--- src/rtl/spi_slave_rx.sv ---
// spi_slave_rx: oversampled SPI receive endpoint.
// MSB-first deserialiser with valid/ready output.
module spi_slave_rx #(
  parameter int DATA_W         = 16,
  parameter int SYNC_STAGES    = 2,
  parameter bit SAMPLE_POSEDGE = 1'b1
) (
  input  logic              clk,
  input  logic              rst_n,
  input  logic              i_sclk,
  input  logic              i_cs_n,
  input  logic              i_mosi,
  output logic [DATA_W-1:0] o_data,
  output logic              o_valid,
  input  logic              i_ready,
  output logic              o_frame_err,
  output logic              o_overrun,
  input  logic              i_clr_err,
  output logic              o_busy
);

  localparam int CNT_W = $clog2(DATA_W + 1) + 1;

  localparam logic [CNT_W-1:0] CNT_FULL =
    CNT_W'(DATA_W);
  localparam logic [CNT_W-1:0] CNT_LAST =
    CNT_W'(DATA_W - 1);
  localparam logic [CNT_W-1:0] CNT_MAX = '1;
  localparam logic [CNT_W-1:0] CNT_ONE =
    CNT_W'(1);

  typedef enum logic [1:0] {
    IDLE,
    RECV,
    FULL
  } state_t;

  logic [SYNC_STAGES-1:0] sclk_sync;
  logic [SYNC_STAGES-1:0] cs_sync;
  logic [SYNC_STAGES-1:0] mosi_sync;

  logic sclk_s;
  logic cs_s;
  logic mosi_s;

  logic sclk_d;
  logic cs_d;
  logic mosi_d;

  logic samp;
  logic cs_fall;
  logic cs_rise;

  logic [SYNC_STAGES:0] flush;
  logic                 armed;

  state_t            state;
  logic [CNT_W-1:0]  bit_cnt;
  logic [DATA_W-1:0] shift;
  logic              can_pub;

  assign sclk_s = sclk_sync[SYNC_STAGES-1];
  assign cs_s   = cs_sync[SYNC_STAGES-1];
  assign mosi_s = mosi_sync[SYNC_STAGES-1];

  assign can_pub = ~o_valid | i_ready;

  // input synchronisers, reset to bus-idle levels
  always_ff @(posedge clk or negedge rst_n) begin
    if (!rst_n) begin
      sclk_sync <= '0;
      cs_sync   <= '1;
      mosi_sync <= '0;
    end else begin
      sclk_sync <= {sclk_sync[SYNC_STAGES-2:0],
                    i_sclk};
      cs_sync   <= {cs_sync[SYNC_STAGES-2:0],
                    i_cs_n};
      mosi_sync <= {mosi_sync[SYNC_STAGES-2:0],
                    i_mosi};
    end
  end

  // registered edge pulses; mosi_d stays aligned
  always_ff @(posedge clk or negedge rst_n) begin
    if (!rst_n) begin
      sclk_d  <= 1'b0;
      cs_d    <= 1'b1;
      mosi_d  <= 1'b0;
      samp    <= 1'b0;
      cs_fall <= 1'b0;
      cs_rise <= 1'b0;
    end else begin
      sclk_d  <= sclk_s;
      cs_d    <= cs_s;
      mosi_d  <= mosi_s;
      samp    <= ~cs_s &
                 (SAMPLE_POSEDGE ?
                  (sclk_s & ~sclk_d) :
                  (~sclk_s & sclk_d));
      cs_fall <= armed & cs_d & ~cs_s;
      cs_rise <= ~cs_d & cs_s;
    end
  end

  // arm only after cs_n is seen truly high
  always_ff @(posedge clk or negedge rst_n) begin
    if (!rst_n) begin
      flush <= '0;
      armed <= 1'b0;
    end else begin
      flush <= {flush[SYNC_STAGES-1:0], 1'b1};
      if (flush[SYNC_STAGES] && cs_s) begin
        armed <= 1'b1;
      end
    end
  end

  // receive FSM, handshake and error flags
  always_ff @(posedge clk or negedge rst_n) begin
    if (!rst_n) begin
      state       <= IDLE;
      bit_cnt     <= '0;
      shift       <= '0;
      o_data      <= '0;
      o_valid     <= 1'b0;
      o_frame_err <= 1'b0;
      o_overrun   <= 1'b0;
      o_busy      <= 1'b0;
    end else begin
      o_frame_err <= 1'b0;
      if (o_valid && i_ready) begin
        o_valid <= 1'b0;
      end
      if (i_clr_err) begin
        o_overrun <= 1'b0;
      end
      unique case (state)
        IDLE: begin
          if (cs_fall) begin
            state   <= RECV;
            bit_cnt <= '0;
            shift   <= '0;
            o_busy  <= 1'b1;
          end
        end
        RECV: begin
          if (cs_rise) begin
            state       <= IDLE;
            o_busy      <= 1'b0;
            o_frame_err <= 1'b1;
          end else if (samp) begin
            shift   <= {shift[DATA_W-2:0],
                        mosi_d};
            bit_cnt <= bit_cnt + CNT_ONE;
            if (bit_cnt == CNT_LAST) begin
              state <= FULL;
            end
          end
        end
        FULL: begin
          if (cs_rise) begin
            state  <= IDLE;
            o_busy <= 1'b0;
            if (bit_cnt != CNT_FULL) begin
              o_frame_err <= 1'b1;
            end else if (can_pub) begin
              o_data  <= shift;
              o_valid <= 1'b1;
            end else begin
              o_overrun <= 1'b1;
            end
          end else if (samp &&
                       bit_cnt != CNT_MAX) begin
            bit_cnt <= bit_cnt + CNT_ONE;
          end
        end
        default: begin
          state  <= IDLE;
          o_busy <= 1'b0;
        end
      endcase
    end
  end

endmodule

--- config.mk ---
export PLATFORM = sky130hd
export DESIGN_NAME = spi_slave_rx
export DESIGN_NICKNAME = d
export VERILOG_FILES = /design/src/rtl/spi_slave_rx.sv
export SDC_FILE = /design/constraint.sdc
export NUM_CORES = 1
export LEC_CHECK = 0
export ABC_AREA = 1
export CAP_MARGIN = 20
export CORE_MARGIN = 2
export CORE_UTILIZATION = 55
export CTS_BUF_LIST = sky130_fd_sc_hd__clkbuf_8
export CTS_CLUSTER_SIZE = 40
export DETAILED_ROUTE_END_ITERATION = 10
export DONT_BUFFER_PORTS = 1
export PLACE_DENSITY = 0.78
export SYNTH_ARGS = -nofsm -noshare
export SYNTH_HDL_FRONTEND = slang
export SYNTH_SLANG_ARGS = --single-unit
--- constraint.sdc ---
create_clock -name clk -period 2 [get_ports clk]
set_clock_uncertainty 0.1 [all_clocks]
set_input_delay 0.2 -clock clk [delete_from_list [all_inputs] [get_ports clk]]
set_output_delay 0.2 -clock clk [all_outputs]
set_load 0.05 [all_outputs]
**Yosys cells after proc, flatten, opt, wreduce, memory -nomap -nowiden**

Cells that the tools add are included.

- Add/subtract/negate cells: 1
- Equal/unequal tests: 14
- Multiplexer cells: 33
- Reductions and logical operators: 12
- Bitwise gates (word level): 11

Operator list:

| kind | number |
|---|---|
| 16-bit two-way mux | 3 |
| 16-bit case mux with 2 select lines | 1 |
| 6-bit two-way mux | 5 |
| 6-bit case mux with 3 select lines | 1 |
| 1-bit two-way mux | 15 |
| 2-bit inequality test, second input constant | 6 |
| 4-bit AND reduction | 3 |
| 2-bit two-way mux | 5 |
| 6-bit by 1-bit adder with 6-bit output, second input constant | 1 |
| 6-bit by 4-bit == test with 1-bit output, second input constant | 1 |
| 3-bit inequality test, second input constant | 2 |
| 6-bit by 5-bit inequality test with 1-bit output, second input constant | 1 |
| 6-bit inequality test, second input constant | 1 |
| 2-bit case mux with 3 select lines | 1 |
| 6-bit AND reduction | 1 |
| 1-bit bitwise AND | 5 |
| 1-bit inverter | 5 |
| 1-bit case mux with 2 select lines | 2 |
| 1-bit logical AND | 3 |
| 3-bit nonzero test | 1 |
| 2-bit by 1-bit == test with 1-bit output, second input constant | 1 |
| 2-bit == test, second input constant | 1 |
| 2-bit zero test | 1 |
| 2-bit by 1-bit inequality test with 1-bit output, second input constant | 1 |
| other kinds (4) | 4 |

- Input port bits: 7
- Bits in registers: 60
- Output and inout bits: 20

**Logic depth before layout (Yosys ltp)**

Gate-level depths: netlist of run 1.

- Depth after elaboration: 6
- Gate-level depth with buffers: 10

**Worst setup path before layout of run 1**

OpenSTA, ideal clock, no wires.

- Kind: register to register
- From: register state[1]
- To: register bit_cnt[3]
- Setup slack: 0.412 ns
- Setup time: 0.118 ns
- Stages on the path, launching flop included: 11
- Arrival time: 1.370 ns
- Period minus slack after synthesis: 1.588 ns
- Cells stage by stage: dfrtp_1 inv_1 ha_1 buf_6 nand2_2 inv_1 nor3_1 nand2_1 buf_6 nand2_1 o21ai_2

- Cells in the longest elaborated chain, start to end: 3

RTL lines:

| element | RTL line | source |
|---|---|---|
| start: declaration | 57 | `state_t state;` |
| start signal: assignment | 122 | `state <= IDLE;` |
| start signal: assignment | 141 | `state <= RECV;` |
| start signal: assignment | 149 | `state <= IDLE;` |
| 2-bit == test (tied with other cells) | 138 | `unique case (state)` |
| 2-bit inequality test (no source line) or 3-bit nonzero test (tied branches) | -- |  |
| 6-bit AND reduction (no source line) | -- |  |
| end signal: assignment | 155 | `bit_cnt <= bit_cnt + CNT_ONE;` |
| end signal: assignment | 175 | `bit_cnt <= bit_cnt + CNT_ONE;` |
| end: declaration | 58 | `logic [CNT_W-1:0] bit_cnt;` |

Parallel ways exist; a longest one is shown, timed or not.
A chain may end at the register's enable or synchronous reset.

**Worst setup path after layout of run 1**

- From: register state[1]
- To: register state[0]

- Cells in the longest elaborated chain, start to end: 3

RTL lines:

| element | RTL line |
|---|---|
| 2-bit by 1-bit == test with 1-bit output (tied with other cells) | 138 |
| 3-bit inequality test (no source line) or 2-bit inequality test (tied branches) | -- |
| 4-bit AND reduction (no source line) | -- |

Parallel ways exist; a longest one is shown, timed or not.

==> results of run 1 <==
[how the worst max path moves through the flow]
stage          startpoint          to  slack (ns)  cells after the start
2_1_floorplan    state[1]  bit_cnt[3]        0.41                     10
5_1_grt          state[1]    state[0]        0.01                      9
4_1_cts          state[0]  bit_cnt[4]        0.13                      8
3_3_place_gp     state[0]  bit_cnt[3]        0.24                      8
6_report         state[1]    state[0]        0.18                      9
3_5_place_dp     state[0]  bit_cnt[3]        0.16                      8
[synth_stat cells, drive strengths merged, types with 2 or more instances]
library cell | n | share of area (%)
dfrtp | 57 | 56
nand2 | 53 | 8.0
o21ai | 40 | 10
inv | 34 | 5.0
nand3 | 23 | 4.7
nor2 | 11 | 1.9
buf | 9 | 3.4
ha | 7 | 3.4
a21oi | 3 | 0.59
dfstp | 3 | 3.1
nand4 | 3 | 0.98
clkbuf | 2 | 0.30
o22ai | 2 | 0.49
[what timing repair did]
action,4_1_cts,5_1_grt
resized for setup,0,1
endpoints found under the setup margin,0,2
hold buffers,7,0
endpoints found under the hold margin,65,0
[flip-flops by register name, summed over array words and instances (netlist names)]
register,cells
state,2
samp,1
shift,16
mosi_sync,2
cs_d,1
cs_fall,1
o_overrun,1
armed,1
flush,3
sclk_sync,2
cs_sync,2
o_valid,1
sclk_d,1
bit_cnt,6
mosi_d,1
cs_rise,1
o_data,16
o_frame_err,1
o_busy,1
[routing by layer]
metal	share of wire [%]	GRT usage, %	wire, um	vias to the layer above
met2	47	28.5	1930	39
li1	-	-	-	834
met1	44	23.2	1820	820
met3	5.8	6.67	237	13
met5	0	0	0	-
met4	2.8	10.3	115	0
[kinds of logic (layout without fill, tap and decap cells)]
family                     after synthesis  in the layout  synth area share (%)
other                                    1              1                 0.147
and+or+nand+nor                         92             92                  16.1
buffers and inverters                   45             60                  8.75
AOI/OAI and AO/OA                       48             48                  12.0
xor gates and xnor gates                 1              1                 0.344
adders and majority gates                7              7                  3.44
DFF                                     60             60                  59.1
[layout make-up]
class,count,area (sq um),area share [%]
Timing Repair Buffer,11,130,4.53
Sequential cell,60,1510,52.4
Inverter,34,128,4.44
Tap cell,52,65.1,2.27
Clock buffer,11,151,5.27
Clock inverter,4,72.6,2.53
Multi-Input combinational cell,149,820,28.5
[critical path, cell delays in order, from the launching register on]
cell and delay (ns):
dfrtp_1 0.42, inv_1 0.11, ha_1 0.26, buf_4 0.25, inv_1 0.06, nor2_1 0.13, o21ai_0 0.18, nand2_1 0.13
nand2_1 0.07, nand2_1 0.06
[power by group]
part	internal, uW	switching (uW)	total [uW]
registers	1310	124	1430
clock network	760	443	1200
logic	274	547	821
total	2340	1110	3450
[through the flow]
step	hold WS [ns]	utilization [%]	cell area, sq um
2_1_floorplan	-0.196	-	2540
5_1_grt	0.253	65.1	2870
6_report	0.246	65.1	2870
4_1_cts	0.250	65.0	2870
3_5_place_dp	-0.194	57.9	2560
3_3_place_gp	-0.194	57.9	2560
==> qor.csv, run 1 <==
stage;metric;value;unit
status;outcome;complete, no violations;
setup_path;rrSetupSlack;0.18;ns
global_routing;grt_pass1_wl;7.22;mm
setup_path;ff2ff_path_depth;9;
clock_network;tritoncts;done;
drt;firstDrtPassIters;4;
timing;setup_viol;0;
yosys;synth.avg_cell_area;10.0;sq um
place;place_ws;0.158;ns
worst_hold_path;hold_class;register to register;
place;dp_cells;299;
pwr;p_leak;0.00133;uW
setup_path;arrival;2.00;ns
final_layout;layout_common_cells;dfrtp_1, nand2_1, inv_1;
drt;finalWirelength;4.11;mm
final_layout;nets;279;
final_layout;mostFrequentLayoutCell;dfrtp_1;
yosys;async_flop_share;100;%
timing;rsz0062_at_grt;no;
clock_network;cts_max_level;3;
clock_network;path_clk_slew;0.07;ns
yosys;synth_cell_type_count;28;
clock_network;clock_sinks;60;
die;num_rows;24;
yosys;syn-cell-area;0.00254;sq mm
drt;first_iter_violations;97;
global_routing;grtUsageTotal;18.6;%
drt;vias;1706;
die;fp.dieArea;0.00519;sq mm
timing;fin_ws;0.178;ns
setup_path;worstSetupPathType;register to register;
yosys;synthesis.nets;268;
final_layout;final_cells;321;
worst_hold_path;holdPathEnd;sclk_sync[1];
yosys;ys_seq_area_share;59.1;%
pwr;total_power;3450;uW
worst_hold_path;whs_path_depth;0;
place;io_buffers;0;
job;maxCapViolations;0;
pwr;power_density;1200;mW/mm^2
global_routing;grt_pass1_vias;1638;
yosys;synth_edf_count;0;
timing;finalMaxSlewViolations;0;
yosys;synth_ff_type;dfrtp_1;
drt;drcViolationCount;0;
yosys;synth-seq-cells;60;
clock_network;cts_root_buffer;clkbuf_8;
timing;min_period_over_period;91.1;%
setup_path;reg2reg_to;state[0];
timing;finalCriticalPeriod;1.82;ns
setup_path;critPathMaxFanout;16;
global_routing;gr-total-overflow;0;
timing;fmax;0.549;GHz
final_layout;area_delta_synth_final;12.8;%
global_routing;antenna_found_initial;0;
final_layout;fillers;339;
clock_network;cts_max_path_buffers;2;
die;initial_core_util;57.7;%
clock_network;cts_buffers;9;
die;io_pins;27;
final_layout;antenna-diode-count;0;
die;core;0.00441;sq mm
die;die_h;72.0;um
setup_path;end_kind;register;
final_layout;layout-drive-gt1-share;17.1;%
yosys;synthCells;254;
timing;final-hold-violation-count;0;
global_routing;grt_max_degree;61;
drt;ant_nets;0;
clock_network;clk_latency;0.33;ns
timing;tns;0;ns
setup_path;cp.required;2.18;ns
place;place.gp.congestion;0.862;
place;dp_hpwl;2.60;mm
worst_hold_path;holdCritStartpoint;sclk_sync[0];
die;die_w;72.0;um
drt;viasPerCell;5.31;
setup_path;critPathLaunchType;register;
yosys;yosysWarnings;0;
setup_path;r2r-start;state[1];
drt;wl_per_cell;12.8;um
clock_network;cts_setup_buffers;0;
pwr;vdd_drop_max;0.727;mV
Power figures use the tool's default switching activity.
==> run 2: changes to the inputs <==
--- a/config.mk
+++ b/config.mk
@@ -7,13 +7,14 @@
 export LEC_CHECK = 0
 export ABC_AREA = 1
 export CAP_MARGIN = 20
-export CORE_MARGIN = 2
+export CORE_MARGIN = 10
 export CORE_UTILIZATION = 55
 export CTS_BUF_LIST = sky130_fd_sc_hd__clkbuf_8
 export CTS_CLUSTER_SIZE = 40
 export DETAILED_ROUTE_END_ITERATION = 10
 export DONT_BUFFER_PORTS = 1
-export PLACE_DENSITY = 0.78
+export PLACE_DENSITY_LB_ADDON = 0.15
+export RECOVER_POWER = 25
 export SYNTH_ARGS = -nofsm -noshare
 export SYNTH_HDL_FRONTEND = slang
 export SYNTH_SLANG_ARGS = --single-unit
==> qor.csv, run 2 (same netlist as run 1, synthesis figures left out) <==
stage;metric;value;unit
timing;tightest_slew;1.27;ns
clock_network;cts_max_level;3;
global_routing;grt_pass1_vias;1542;
pwr;p_leak;0.00130;uW
timing;fmax;0.575;GHz
drt;vias;1624;
timing;holdWs;0.249;ns
final_layout;nets;279;
worst_hold_path;whs_path_depth;0;
timing;maxSlewHeadroom;15.6;%
clock_network;cts_root_buffer;clkbuf_8;
timing;finalCriticalPeriod;1.74;ns
timing;rsz0062_at_grt;no;
final_layout;area_delta_synth_final;9.64;%
place;place.gp.congestion;0.782;
final_layout;post-route-cell-area;0.00279;sq mm
global_routing;grt_max_degree;61;
pwr;power_density;1120;mW/mm^2
place;placed_area;0.00256;sq mm
drt;wl_per_cell;12.6;um
die;die_h;88.0;um
die;io_pins;27;
global_routing;gr-total-overflow;0;
drt;first_iter_violations;104;
die;core;0.00441;sq mm
setup_path;critPathLaunchType;register;
timing;final-hold-violation-count;0;
die;num_rows;24;
clock_network;clk_latency;0.33;ns
drt;viasPerCell;5.04;
setup_path;worstSetupPathType;register to register;
pwr;vdd_drop_max;0.882;mV
final_layout;layout_common_cells;dfrtp_1, nand2_1, inv_1;
timing;tns;0;ns
worst_hold_path;holdPathEnd;sclk_sync[1];
clock_network;path_clk_slew;0.06;ns
global_routing;antenna_found_initial;0;
setup_path;ff2ff_path_depth;8;
status;outcome;complete, no violations;
clock_network;tritoncts;done;
timing;min_period_over_period;87.0;%
drt;firstDrtPassIters;5;
setup_path;cp.required;2.10;ns
final_layout;mostFrequentLayoutCell;dfrtp_1;
setup_path;arrival;1.84;ns
clock_network;cts_setup_buffers;0;
setup_path;rrSetupSlack;0.26;ns
worst_hold_path;hold_class;register to register;
clock_network;cts_buffers;9;
global_routing;grtUsageTotal;11.7;%
final_layout;antenna-diode-count;0;
setup_path;critPathMaxFanout;32;
setup_path;end_kind;register;
place;dp_hpwl;2.62;mm
global_routing;grt_pass1_wl;7.11;mm
clock_network;clock_sinks;60;
drt;finalWirelength;4.05;mm
worst_hold_path;holdCritStartpoint;sclk_sync[0];
job;maxCapViolations;0;
final_layout;layout-drive-gt1-share;15.6;%
die;die_w;88.0;um
setup_path;reg2reg_to;o_data[8];
die;fp.dieArea;0.00775;sq mm
final_layout;utilization;63.2;%
timing;setup_viol;0;
place;io_buffers;0;
timing;finalMaxSlewViolations;0;
setup_path;r2r-start;state[0];
drt;ant_nets;0;
clock_network;cts_max_path_buffers;2;
die;initial_core_util;57.7;%
drt;drcViolationCount;0;
final_layout;largestRegisters;o_data x16, shift x16, bit_cnt x6;
[run 2: cell count changes in the layout (fill, tap and decap cells not counted)]
cell / delta
bufinv_16: -2
dfstp_1: +1
clkbuf_8: -1
inv_1: +4
buf_2: +1
buf_16: -1
dfstp_2: -1
[run 2: worst max-delay path, cell delays in order (launching register included)]
cell and delay, ns:
dfrtp_1 0.41, inv_1 0.12, ha_1 0.25, nand2_1 0.11, nor2_2 0.16, nand2_2 0.05
buf_4 0.24, nand2_1 0.10, o21ai_1 0.07
[run 2: how the worst max path moves through the flow]
stage	from	end	slack, ns	cells past startpoint
2_1_floorplan	state[1]	bit_cnt[3]	0.41	10
3_3_place_gp	state[0]	bit_cnt[2]	0.24	8
3_5_place_dp	state[0]	bit_cnt[1]	0.17	8
4_1_cts	state[0]	bit_cnt[2]	0.16	8
5_1_grt	state[0]	bit_cnt[2]	0.04	8
6_report	state[0]	o_data[8]	0.26	8
[run 2: metrics by stage]
| stage | total power, uW | setup WS (ns) | std cells |
|---|---|---|---|
| floorplan | 2110 | 0.412 | 254 |
| global placement | 2220 | 0.243 | 299 |
| detailed placement | 2220 | 0.168 | 299 |
| CTS | 3170 | 0.160 | 322 |
| global route | 3340 | 0.0446 | 322 |
| finish | 3120 | 0.260 | 322 |
[run 2: layout make-up]
class                           instances  area, sq um
Inverter                               34          128
Sequential cell                        60         1510
Multi-Input combinational cell        149          820
Fill cell                             375         1620
Clock buffer                           10          138
Tap cell                               52         65.1
Timing Repair Buffer                   11          108
Clock inverter                          6         27.5
[run 2: layer usage]
metal  routed length [um]  track usage, %  share of wire [%]  vias up
met5                    0               0                  0        -
met4                   91            7.28                2.2        0
met3                  307            5.20                7.6        8
met2                 1650            15.4                 41       33
met1                 2000            15.2                 49      750
li1                     -               -                  -      833
[run 2: where the power goes]
part,internal [uW],switching (uW),total [uW]
Sequential,1310,122,1430
Combinational,268,537,805
Clock,462,427,889
Total,2040,1080,3120
[run 2: repair_timing]
| action | 4_1_cts | 5_1_grt |
|---|---|---|
| gates resized for setup | 0 | 1 |
| hold buffers | 7 | 0 |
| setup endpoints to repair | 0 | 6 |
| endpoints found under the hold margin | 65 | 0 |
==> RTL edit 1: new RTL, flow settings as in run 1 <==
The parameter `DATA_W` goes from 16 to 32.
--- a/src/rtl/spi_slave_rx.sv
+++ b/src/rtl/spi_slave_rx.sv
@@ -3,3 +3,3 @@
 module spi_slave_rx #(
-  parameter int DATA_W         = 16,
+  parameter int DATA_W         = 32,
   parameter int SYNC_STAGES    = 2,
Ports: changed (resized o_data); port bits go from 27 to 43. The function was not compared with the original's and may differ.
==> RTL edit 1 against run 1 <==
- via count rose by 67%
- final area rose by 47%
- setup slack got worse by 0.019 ns
- area after synthesis rose by 54%
- critical endpoint is now shift[13]
- the flow now finishes with violations (hold timing)
- critical path type unchanged
- sequential cell count rose by 33
- wire length rose by 74%
- power rose by 28%
==> RTL edit 1: results (changes against run 1) <==
Run status
The flow ran to the end, but the final reports show violations. The final reports fail on hold timing.

Place
The HPWL after detailed placement came to 4640 µm (+79%). The routability congestion estimate from global placement came to 0.902 (+4.6%). The number of I/O port buffers was 0 (unchanged). The total instance count after detailed placement is 513 (+72%).

Yosys
The share of async-settable or async-resettable flops after synthesis is 100% (unchanged). The number of nets in the synthesized netlist came to 447 (+67%). After synthesis, the cell types taking the most area are dfrtp_1, nand2_1, nand3_1, o21ai_0, ha_1. The number of distinct library cells after synthesis came to 30 (+7.1%). In the synthesized netlist, the cells that appear most often are nand2_1, dfrtp_1, nand3_1. The part of the Yosys area used for sequential elements was 59.5% (+0.34 points). The most instantiated flip-flop cell in the synthesis netlist is dfrtp_1. The per-instance average area after synthesis is 9.05 µm² (-9.7%). The total number of yosys warnings is 0 (unchanged).

Clocking
The maximum level of the CTS H-tree is 3 (unchanged). The number of setup buffers added after CTS was 0 (unchanged). The number of hold buffers added after cts is 4 (-3). The clock edge transition at the registers on the reported setup and hold paths is 0.10 ns (+0.03 ns).

The worst-case clock buffer depth is 2 (unchanged). The clock latency on the worst-skew pair is 0.36 ns (+0.03 ns). The root buffer cell chosen for the clock tree is clkbuf_8. The number of buffers added by the clock tree synthesis step is 9 (unchanged).

Power and ir drop
The leakage component of the power is 2.28 nW (+72%). The peak ir drop on the vdd network is 0.531 mV (-27%). The net switching fraction of the power is 36.8% (+4.6 points).

Drt
The length of the first detailed-routing pass in iterations is 5 (+1). The total number of vias was 2849 (+67%). The DRC violation total after the first TritonRoute iteration is 165 (+70%). The average wire per cell in the routed design was 13.4 µm (+4.9%).

STA
The pin slew with the least headroom to its limit is 0.528 ns. The final number of hold-violating endpoints is 93 (+93). The final hold slack was -0.577 ns (-0.823 ns).

GRT
The first-pass GRT wire length is 12400 µm (+72%). The global-route total usage across every layer was 20.7% (+2.0 points). The global-route track usage on met3 is 5.04% (-1.6 points).

The number of global-route vias before repair came to 2670 (+63%). The number of antenna violations at the first check in global routing is 0 (unchanged). The met2 usage was 29.7% (+1.2 points). The largest net degree at the start of global routing came to 94 (+54%). The met1 usage in global routing came to 29.6% (+6.4 points).

Layout
The fraction of layout cells with a size suffix above 1 is 8.24% (-8.9 points). The final-layout fill cell count is 604 (+78%). In the final layout, the registers with the most flip-flops are o_data (32), shift (32), bit_cnt (7).

The count of antenna diodes in the layout is 0 (unchanged). The filler-free cell count of the finished design is 533 (+66%).

Hold path
In this run the worst hold path is classified as in -> async.

Setup path
The maximum fanout encountered on the critical timing path is 22 (+6).
[RTL edit 1: cell types whose count changed after synthesis, moves of 3 or more]
cell / change
inv_1: -14
o21ai_1: -8
nand3_1: +51
nor2_1: +6
nand2_1: +95
o21ai_0: +20
dfrtp_1: +33
o21ai_2: -14
buf_4: +4
inv_2: +3
clkbuf_1: +9
[RTL edit 1: cell families after synthesis]
family / Yosys count / share of synthesized area, %
compound gates: 43 / 5.68
fa+ha+maj: 7 / 2.23
buf+inv: 47 / 5.91
flops: 93 / 59.5
mux: 1 / 0.287
other cells: 1 / 0.0957
simple gates: 241 / 26.3
[RTL edit 1: timing repair]
| item | 4_1_cts | 5_1_grt |
|---|---|---|
| hold endpoints to repair | 97 | 93 |
| resized for setup | 0 | 2 |
| setup endpoints to repair | 0 | 32 |
[RTL edit 1: metal layers]
metal	part of all wire [%]	up-vias
li1	-	1398
met1	47	1376
met2	46	66
met3	5.4	9
met4	1.5	0
met5	0	-
[RTL edit 1: final cells by class]
type                    instances  area [µm²]  share of cell area, %
flip-flops and latches         93        2330                   55.3
inverters                      24        92.6                   2.20
clock buffers                  10         138                   3.27
multi-input cells             293        1370                   32.4
clock inverters                 6        48.8                   1.16
well taps                      96         120                   2.85
repair buffers                 11         118                   2.79
[RTL edit 1: final timing paths]
| check | startpoint | to | depth (start not counted) | slack [ns] |
|---|---|---|---|---|
| worst max-delay path | state[0] | shift[13] | 6 | 0.16 |
| worst min-delay path | rst_n | bit_cnt[2] | 0 | -0.58 |
| worst max register to register | state[0] | shift[13] | 6 | 0.16 |
| worst min register to register | sclk_sync[0] | sclk_sync[1] | 0 | 0.25 |
| max in group asynchronous | rst_n | cs_d | 0 | 2.18 |
| min in group clk | i_ready | o_valid | 3 | 0.16 |
[RTL edit 1: per-stage QoR]
step | hold WS, ns | utilization, % | setup WS [ns] | cell area (µm²)
finish | -0.577 | 61.7 | 0.159 | 4210
global route | -0.607 | 61.7 | 0.00308 | 4210
CTS | -0.595 | 61.5 | 0.0976 | 4200
detailed placement | -0.193 | 58.2 | 0.130 | 3980
global placement | -0.193 | 58.2 | 0.199 | 3980
floorplan | -0.196 | - | 0.406 | 3920
[RTL edit 1: power by group through the flow]
stage / clock [mW] / sequential, mW / combinational [mW]
global placement: 0 / 2.15 / 1.12
detailed placement: 0 / 2.15 / 1.12
finish: 1.17 / 2.11 / 1.14
CTS: 1.20 / 2.12 / 1.14
global route: 1.29 / 2.13 / 1.27
floorplan: 0 / 2.12 / 0.894
[RTL edit 1: worst max-delay path, cell delays in order (launching register included)]
cell and delay, ns:
dfrtp_1 0.41, inv_1 0.10, ha_1 0.25, o21ai_2 0.39, buf_4 0.32, o21ai_0 0.13, nand2_1 0.08
==> RTL edit 2: new RTL, config.mk and constraints of run 1 <==
Without the edit above. Encoding of `state_t`: now one-hot (3 bits for 3 states).
--- a/src/rtl/spi_slave_rx.sv
+++ b/src/rtl/spi_slave_rx.sv
@@ -31,6 +31,6 @@
 
-  typedef enum logic [1:0] {
-    IDLE,
-    RECV,
-    FULL
+  typedef enum logic [2:0] {
+    IDLE = 3'b001,
+    RECV = 3'b010,
+    FULL = 3'b100
   } state_t;
Function: same outputs for any inputs over 10 cycles, from zero or initial values and one cycle with rst_n low; not proved beyond that.
==> RTL edit 2 against run 1 <==
- final area is 1.3% lower
- wire length up 4.6%
- setup slack better by 0.0015 ns
- largest cell class unchanged
- maximum frequency barely moved
- area after synthesis down 3.3%
- clock power shrank 6%
- sequential cell count is 1 higher
- power down 3.2%
- critical path type unchanged
==> RTL edit 2: results (changes against run 1) <==
Drt
The total met2 wirelength after detailed routing is 1980 µm (+2.5%). The DRC violation total after the first TritonRoute iteration is 94 (-3.1%).

GRT
The largest net degree at the start of global routing is 62 (+1.6%). The global-route track usage on met3 came to 6.70% (+0.028 points). The global-route total usage across every layer is 19.6% (+1.0 points).

The met2 usage came to 28.7% (+0.16 points).

Power and ir drop
The power per cell area is 1180 nW/µm² (-2.0%). The part of the total power dissipated in combinational logic is 22.9% (-0.9 points).

Setup path
The maximum fanout encountered on the critical timing path was 6 (-10). The destination of the worst register-to-register timing path is o_overrun. The delay of the slowest cell on the worst path is 0.56 ns (+0.14 ns). The worst register-to-register path begins at bit_cnt[0].

Layout
The layout multi-input combinational cell count is 147 (-1.3%). The fraction of layout cells with a size suffix above 1 is 14.0% (-3.1 points). The filler-free cell count of the finished design was 324 (+0.93%). The area taken by flip-flops and latches came to 1530 µm² (+1.8%). The final cell utilization of the core is 65.6% (+0.52 points). The area taken by multi-input logic gates is 753 µm² (-8.1%).

The multi-input combinational area share is 26.6% (-2.0 points). The proportion of final cell area spent on non-clock buffers came to 4.68% (+0.15 points).

Yosys
By area the synthesized netlist is led by dfrtp_1, nand2_1, o21ai_1, inv_1, nand3_1. The per-instance average area after synthesis is 9.72 µm² (-3.0%). The share of the synthesized netlist area taken by xor and xnor gates is 0.356% (+0.012 points). The part of the Yosys area used for sequential elements was 62.3% (+3.1 points).

The number of nets in the synthesized netlist is 262 (-2.2%). The compound-cell area share of the yosys netlist was 9.82% (-2.2 points). By count the netlist is led by dfrtp_1, nand2_1, inv_1.

Place
The pre-CTS setup slack is 0.295 ns (+0.137 ns). The routability congestion estimate from global placement is 0.836 (-3.0%). The total instance count after detailed placement is 300 (+0.33%).

The HPWL after detailed placement is 2610 µm (+0.31%).

STA
The final setup slack of the worst path was 0.179 ns (+0.00149 ns).

Run status
The flow ran to the end, and the final reports show no timing, DRC or antenna violations.
## RTL edit 2: cell count changes after synthesis, sizes merged, moves of 2 or more
cell,delta
a21oi,-3
inv,+3
nand2,-7
ha,-5
clkbuf,-2
nor2,+4
o21ai,-2
nand4,+9
## RTL edit 2: worst min path at each step
stage	cells past startpoint	slack, ns	start	end
6_report	0	0.25	flush[0]	flush[1]
5_1_grt	0	0.26	flush[0]	flush[1]
4_1_cts	0	0.25	flush[0]	flush[1]
3_5_place_dp	0	-0.19	rst_n	sclk_sync[0]
3_3_place_gp	0	-0.19	rst_n	sclk_sync[0]
2_1_floorplan	0	-0.20	rst_n	armed
## RTL edit 2: critical path, delay by kind of cell, from the launching register on
kind,cells,cell delay (ns)
AOI/OAI and AO/OA,1,0.08
adders and majority gates,1,0.16
buffers and inverters,3,0.70
DFF,1,0.44
and+or+nand+nor,2,0.29
## RTL edit 2: timing repair
item | CTS | global route
gates resized for setup | 0 | 3
hold buffers | 8 | 0
hold endpoints to repair | 66 | 0
endpoints found under the setup margin | 0 | 1
